<file path="config.mk">
export PLATFORM = sky130hd
export DESIGN_NAME = mtm_alu_deserializer
export DESIGN_NICKNAME = d
export VERILOG_FILES = /design/src/rtl/mtm_alu_deserializer.sv
export SDC_FILE = /design/constraint.sdc
export NUM_CORES = 1
export LEC_CHECK = 0
export BUFFER_PORTS_ARGS = -buffer_cell sky130_fd_sc_hd__buf_2
export CAP_MARGIN = 5
export CORE_ASPECT_RATIO = 0.8
export CORE_MARGIN = 8
export CORE_UTILIZATION = 54
export DETAILED_ROUTE_END_ITERATION = 16
export GPL_TIMING_DRIVEN = 0
export PLACE_DENSITY = 0.74
export SYNTH_ARGS = -nofsm -noshare
export SYNTH_HDL_FRONTEND = slang
export SYNTH_SLANG_ARGS = --single-unit
</file>
<file path="constraint.sdc">
create_clock -name clk -period 3.5 [get_ports clk]
set_clock_uncertainty 0.1 [all_clocks]
set_input_delay 0.35 -clock clk [delete_from_list [all_inputs] [get_ports clk]]
set_output_delay 0.35 -clock clk [all_outputs]
set_load 0.01 [all_outputs]
</file>
<file path="src/rtl/mtm_alu_deserializer.sv">
// Serial input deserializer for the mtm_alu link: rebuilds 8 DATA frames plus a CMD frame
// into {B, A, op}, checks packet length, CRC-4 and opcode, and pulses out_valid once per packet.
module mtm_alu_deserializer #(
   parameter int unsigned DATA_FRAMES = 8,
   parameter int unsigned OP_W        = 3
) (
   input  logic            clk,
   input  logic            rst_n,
   input  logic            sin,
   output logic            out_valid,
   output logic [31:0]     out_a,
   output logic [31:0]     out_b,
   output logic [OP_W-1:0] out_op,
   output logic [2:0]      out_err
);

   localparam int unsigned CNT_W = $clog2(DATA_FRAMES + 2);
   localparam int unsigned MSG_W = 65 + OP_W;

   localparam logic [1:0] StIdle    = 2'd0;
   localparam logic [1:0] StType    = 2'd1;
   localparam logic [1:0] StPayload = 2'd2;
   localparam logic [1:0] StStop    = 2'd3;

   logic [1:0]       state_q, state_d;
   logic [2:0]       bit_cnt_q, bit_cnt_d;
   logic             type_q, type_d;
   logic [7:0]       shift_q, shift_d;
   logic [63:0]      data_q, data_d;
   logic [CNT_W-1:0] cnt_q, cnt_d;
   logic             err_data_q, err_data_d;
   logic             out_valid_q, out_valid_d;
   logic [31:0]      out_a_q, out_a_d;
   logic [31:0]      out_b_q, out_b_d;
   logic [OP_W-1:0]  out_op_q, out_op_d;
   logic [2:0]       out_err_q, out_err_d;

   logic [OP_W-1:0]  rx_op;
   logic [3:0]       rx_crc;
   logic [3:0]       calc_crc;
   logic             pkt_err_data;
   logic             pkt_err_crc;
   logic             pkt_err_op;

   // Serial CRC-4 (x^4+x+1, init 0) over the message, MSB first.
   function automatic logic [3:0] crc4(input logic [MSG_W-1:0] msg);
      logic [3:0] c;
      logic       fb;
      c = 4'b0000;
      for (int i = MSG_W - 1; i >= 0; i--) begin
         fb = c[3] ^ msg[i];
         c  = {c[2:0], 1'b0} ^ (fb ? 4'b0011 : 4'b0000);
      end
      return c;
   endfunction

   // CMD payload in shift_q: {ignored, op, crc}.
   assign rx_op    = shift_q[4 +: OP_W];
   assign rx_crc   = shift_q[3:0];
   assign calc_crc = crc4({data_q, 1'b1, rx_op});

   // Errors are mutually exclusive with priority data > crc > op.
   assign pkt_err_data = err_data_q || (cnt_q != CNT_W'(DATA_FRAMES));
   assign pkt_err_crc  = !pkt_err_data && (calc_crc != rx_crc);
   assign pkt_err_op   = !pkt_err_data && !pkt_err_crc && rx_op[1];

   always_comb begin
      state_d     = state_q;
      bit_cnt_d   = bit_cnt_q;
      type_d      = type_q;
      shift_d     = shift_q;
      data_d      = data_q;
      cnt_d       = cnt_q;
      err_data_d  = err_data_q;
      out_valid_d = 1'b0;
      out_a_d     = out_a_q;
      out_b_d     = out_b_q;
      out_op_d    = out_op_q;
      out_err_d   = out_err_q;

      case (state_q)
         StIdle: begin
            if (!sin) state_d = StType;
         end
         StType: begin
            type_d    = sin;
            bit_cnt_d = 3'd7;
            state_d   = StPayload;
         end
         StPayload: begin
            shift_d = {shift_q[6:0], sin};
            if (bit_cnt_q == 3'd0) state_d = StStop;
            else bit_cnt_d = bit_cnt_q - 3'd1;
         end
         StStop: begin
            state_d = StIdle;
            if (!sin) begin
               // Framing error: drop the frame, poison the whole packet.
               err_data_d = 1'b1;
            end else if (!type_q) begin
               data_d = {data_q[55:0], shift_q};
               if (cnt_q != CNT_W'(DATA_FRAMES + 1)) cnt_d = cnt_q + CNT_W'(1);
            end else begin
               out_valid_d = 1'b1;
               out_op_d    = rx_op;
               out_err_d   = {pkt_err_data, pkt_err_crc, pkt_err_op};
               if (pkt_err_data || pkt_err_crc || pkt_err_op) begin
                  out_a_d = 32'd0;
                  out_b_d = 32'd0;
               end else begin
                  out_a_d = data_q[31:0];
                  out_b_d = data_q[63:32];
               end
               cnt_d      = '0;
               err_data_d = 1'b0;
            end
         end
         default: state_d = StIdle;
      endcase
   end

   always_ff @(posedge clk or negedge rst_n) begin
      if (!rst_n) begin
         state_q     <= StIdle;
         bit_cnt_q   <= 3'd0;
         type_q      <= 1'b0;
         shift_q     <= 8'd0;
         data_q      <= 64'd0;
         cnt_q       <= '0;
         err_data_q  <= 1'b0;
         out_valid_q <= 1'b0;
         out_a_q     <= 32'd0;
         out_b_q     <= 32'd0;
         out_op_q    <= '0;
         out_err_q   <= 3'd0;
      end else begin
         state_q     <= state_d;
         bit_cnt_q   <= bit_cnt_d;
         type_q      <= type_d;
         shift_q     <= shift_d;
         data_q      <= data_d;
         cnt_q       <= cnt_d;
         err_data_q  <= err_data_d;
         out_valid_q <= out_valid_d;
         out_a_q     <= out_a_d;
         out_b_q     <= out_b_d;
         out_op_q    <= out_op_d;
         out_err_q   <= out_err_d;
      end
   end

   assign out_valid = out_valid_q;
   assign out_a     = out_a_q;
   assign out_b     = out_b_q;
   assign out_op    = out_op_q;
   assign out_err   = out_err_q;

endmodule

</file>
==> results.txt <==
Delay-heaviest family, CP -> XOR/XNOR gates
Fillers -> 1090
Req. time, crit path -> 3.68 ns
TritonCTS Buffers -> 17
Min cycle time layout -> 3.40 ns
Netlist cell types -> 42
Die Wd -> 150 um
Most crowded layer after global routing -> met2
CTS tree -> yes
Fmax -> 294 MHz
Critical path arrival -> 3.59 ns
Buf/Inv on CP -> 2
I/O Buffers -> 72
Reg2reg start -> data_q[0]
Post-Place Worst Slack -> -0.155 ns
Sink Count -> 154
Crit path launch type -> flip-flop
Clk slew on worst S/H paths -> 0.06 ns
Area delta synth->final -> 17.7%
CTS Buffer Depth -> 2
Post-Syn Area -> 7730 um2
Wirelength, routed -> 19.2 mm
Sequential area share after synthesis -> 49.9%
GRT Total Usage -> 21.6%
Vias in the first global route -> 5825
Outcome -> completed
Die area -> 18400 um2
Total of max-cap violations -> 0
Critical Path Start -> data_q[0]
R2R depth -> 10
DP HPWL -> 13.8 mm
Synth warn -> 0
Slowest cell on crit path -> dfrtp_1
Initial DRC Count -> 411
Initial Util -> 54.6%
Fin. Hold Viols -> 0
Slew headroom -> 48.0%
Met2 Resource Use GR -> 34.4%
DIE HEIGHT -> 123 um
Critical path class -> reg2reg
Worst Slack Setup Final -> 0.0972 ns
Setup violations, final -> 0
Post-Syn Area per Cell -> 10.9 um2
Count of final max-slew check failures -> 0
Clk_lat worst skew -> 0.43 ns
Routed vias -> 5659
Finished Layout Cells -> 1002
Placer Congestion -> 0.854
Area of the core -> 14200 um2
Crit Reg-Reg Endpoint -> out_a[14]
Top Ports -> 74
Hold/Removal Path Class -> in2reg
Antenna diodes -> 0
Synth Net Count -> 720
Pin count of the biggest net entering global routing -> 97
GR met1 Demand/Resource -> 28.9%
H-tree Lvls -> 4
Final period util -> 97.2%
Root Buffer -> clkbuf_16
CP max stage delay -> 0.44 ns
Crit path top cell by count -> xnor3_1
Seq cells post-synth -> 154
Global-route wire length before repair -> 30.7 mm
Layout cell share with drive strength beyond 1 -> 22.6%
Row count -> 39
Synth Instances -> 707
Hold_ws -> 0.209 ns
Number of remaining DRC errors -> 0
First-pass iteration count of the detailed router -> 7
Wire per inst -> 19.1 um
Remaining antenna violation count -> 0
Crit-path cells -> xnor3_1, xnor2_2, xnor3_1, xnor3_2, mux2_1, a311o_2, nand3_4, buf_12, buf_8, o41ai_2
Vias per cell -> 5.65
Setup crit end -> out_a[14]
Placed cell count -> 964
Initial antenna violation count -> 0
CP max FO -> 10
Reg-to-reg slack, setup -> 0.1 ns
Measured slew at the worst slew-check pin -> 0.780 ns
Final Net Count -> 819
Total grt overflow -> 0
Worst Setup End Kind -> flip-flop
Met3 GRT Util -> 4.68%
Stages on worst setup path -> 10
[repair_timing]
| item | CTS | global route |
|---|---|---|
| pin swaps | 5 | 5 |
| setup buffers | 3 | 3 |
| gates resized for setup | 5 | 5 |
| hold endpoints to repair | 58 | 0 |
| endpoints found under the setup margin | 55 | 49 |
| hold buffers | 1 | 0 |
[cell usage after synthesis]
cell	n	area (um2)
o221ai_2	1	15.0
clkbuf_1	31	116
o21ai_0	69	345
buf_2	1	5.00
a22oi_1	1	7.51
inv_1	78	293
o221ai_1	2	17.5
buf_12	3	60.1
xor2_1	10	87.6
nand2b_1	2	12.5
o31ai_1	2	15.0
nor2_1	12	45.0
nand3_2	1	10.0
nor3_1	2	10.0
and2_1	1	6.26
a211oi_1	1	7.51
a21boi_0	1	7.51
xnor3_2	3	71.3
a21o_1	1	7.51
and3b_1	1	8.76
o41ai_1	24	210
ha_1	10	125
buf_4	1	7.51
mux2i_1	3	30.0
nor4bb_1	1	10.0
a31oi_1	1	6.26
nand2_1	137	514
xnor2_2	2	32.5
a311o_2	1	11.3
xnor2_1	67	587
nor2b_1	2	12.5
xnor3_1	12	270
a22o_1	1	8.76
a21oi_1	1	5.00
nand3_1	3	15.0
dfrtp_1	154	3850
buf_8	2	30.0
mux2_1	1	11.3
mux2_2	14	158
o41ai_2	40	651
buf_1	6	22.5
nand4_1	1	6.26
[worst reg2reg max path: cells and delay by family (launching register included)]
kind                      cells  cell delay (ns)
AOI/OAI and AO/OA             2             0.52
buffers and inverters         2             0.34
xor gates and xnor gates      4             1.43
muxes                         1             0.33
DFF                           1             0.44
and+or+nand+nor               1             0.10
[cells in the final DEF, fill, tap and decap left out, types with 3 or more instances in the layout]
cell type	synthesis	routed
ha_1	10	10
xnor2_2	2	7
o21ai_0	69	69
buf_2	1	72
xor2_1	10	9
dfrtp_1	154	154
buf_4	1	7
clkbuf_1	31	32
o41ai_2	40	40
buf_1	6	6
mux2_2	14	14
buf_12	3	4
clkbuf_16	0	17
nor2_1	12	12
xnor3_1	12	11
bufinv_16	0	3
nand2_1	137	137
nand3_1	3	3
xnor3_2	3	4
mux2i_1	3	3
o41ai_1	24	24
inv_1	78	78
clkbuf_8	0	4
xnor2_1	67	62
[final cells by class]
class                   count  area (um2)  area share (%)
clock inverters             9         136            1.50
clock buffers              22         484            5.32
well taps                 184         230            2.53
multi-input cells         431        3400            37.4
flip-flops and latches    154        3850            42.4
plain buffers              44         246            2.71
inverters                  78         293            3.22
repair buffers             80         449            4.94
[metal layers]
layer  share of wire [%]  up-vias
li1                    -     2576
met1                  45     2908
met2                  49      147
met3                 5.0       28
met4                 1.6        0
met5                   0        -
[kinds of logic after synthesis]
kind of cell	after synthesis	share of synthesized area (%)
AOI/OAI and AO/OA	146	17.0
xor gates and xnor gates	94	13.6
adders and majority gates	10	1.62
buffers and inverters	122	6.91
DFF	154	49.9
muxes	18	2.57
and+or+nand+nor	163	8.42
[state kept, by name, summed over array words and instances, names as in the netlist, 3 cells and up]
| register | cells |
|---|---|
| bit_cnt_q | 3 |
| out_op | 3 |
| data_q | 64 |
| cnt_q | 4 |
| out_err | 3 |
| out_a | 32 |
| out_b | 32 |
| shift_q | 8 |
[metrics by stage]
step	TNS (ns)	util (%)	cell area [um2]
floorplan	0	-	7730
global placement	-21.17	58.8	8320
global route	-0.00189	64.3	9100
detailed placement	-5.61	59.0	8350
CTS	0	63.8	9030
finish	0	64.3	9100
[how the worst min path moves through the flow]
stage	cells past startpoint	startpoint	to	slack [ns]
after floorplan	0	rst_n	bit_cnt_q[0]	-0.05
after global placement	2	out_b[11]	out_b[11]	0.36
after detailed placement	1	rst_n	out_b[4]	0.25
after CTS	3	sin	type_q	0.21
after global routing	3	sin	type_q	0.24
final	3	sin	type_q	0.21
Power is left out: the tool's default activity adds up to more than one toggle a clock period on the data nets, which glitch-free logic cannot reach.
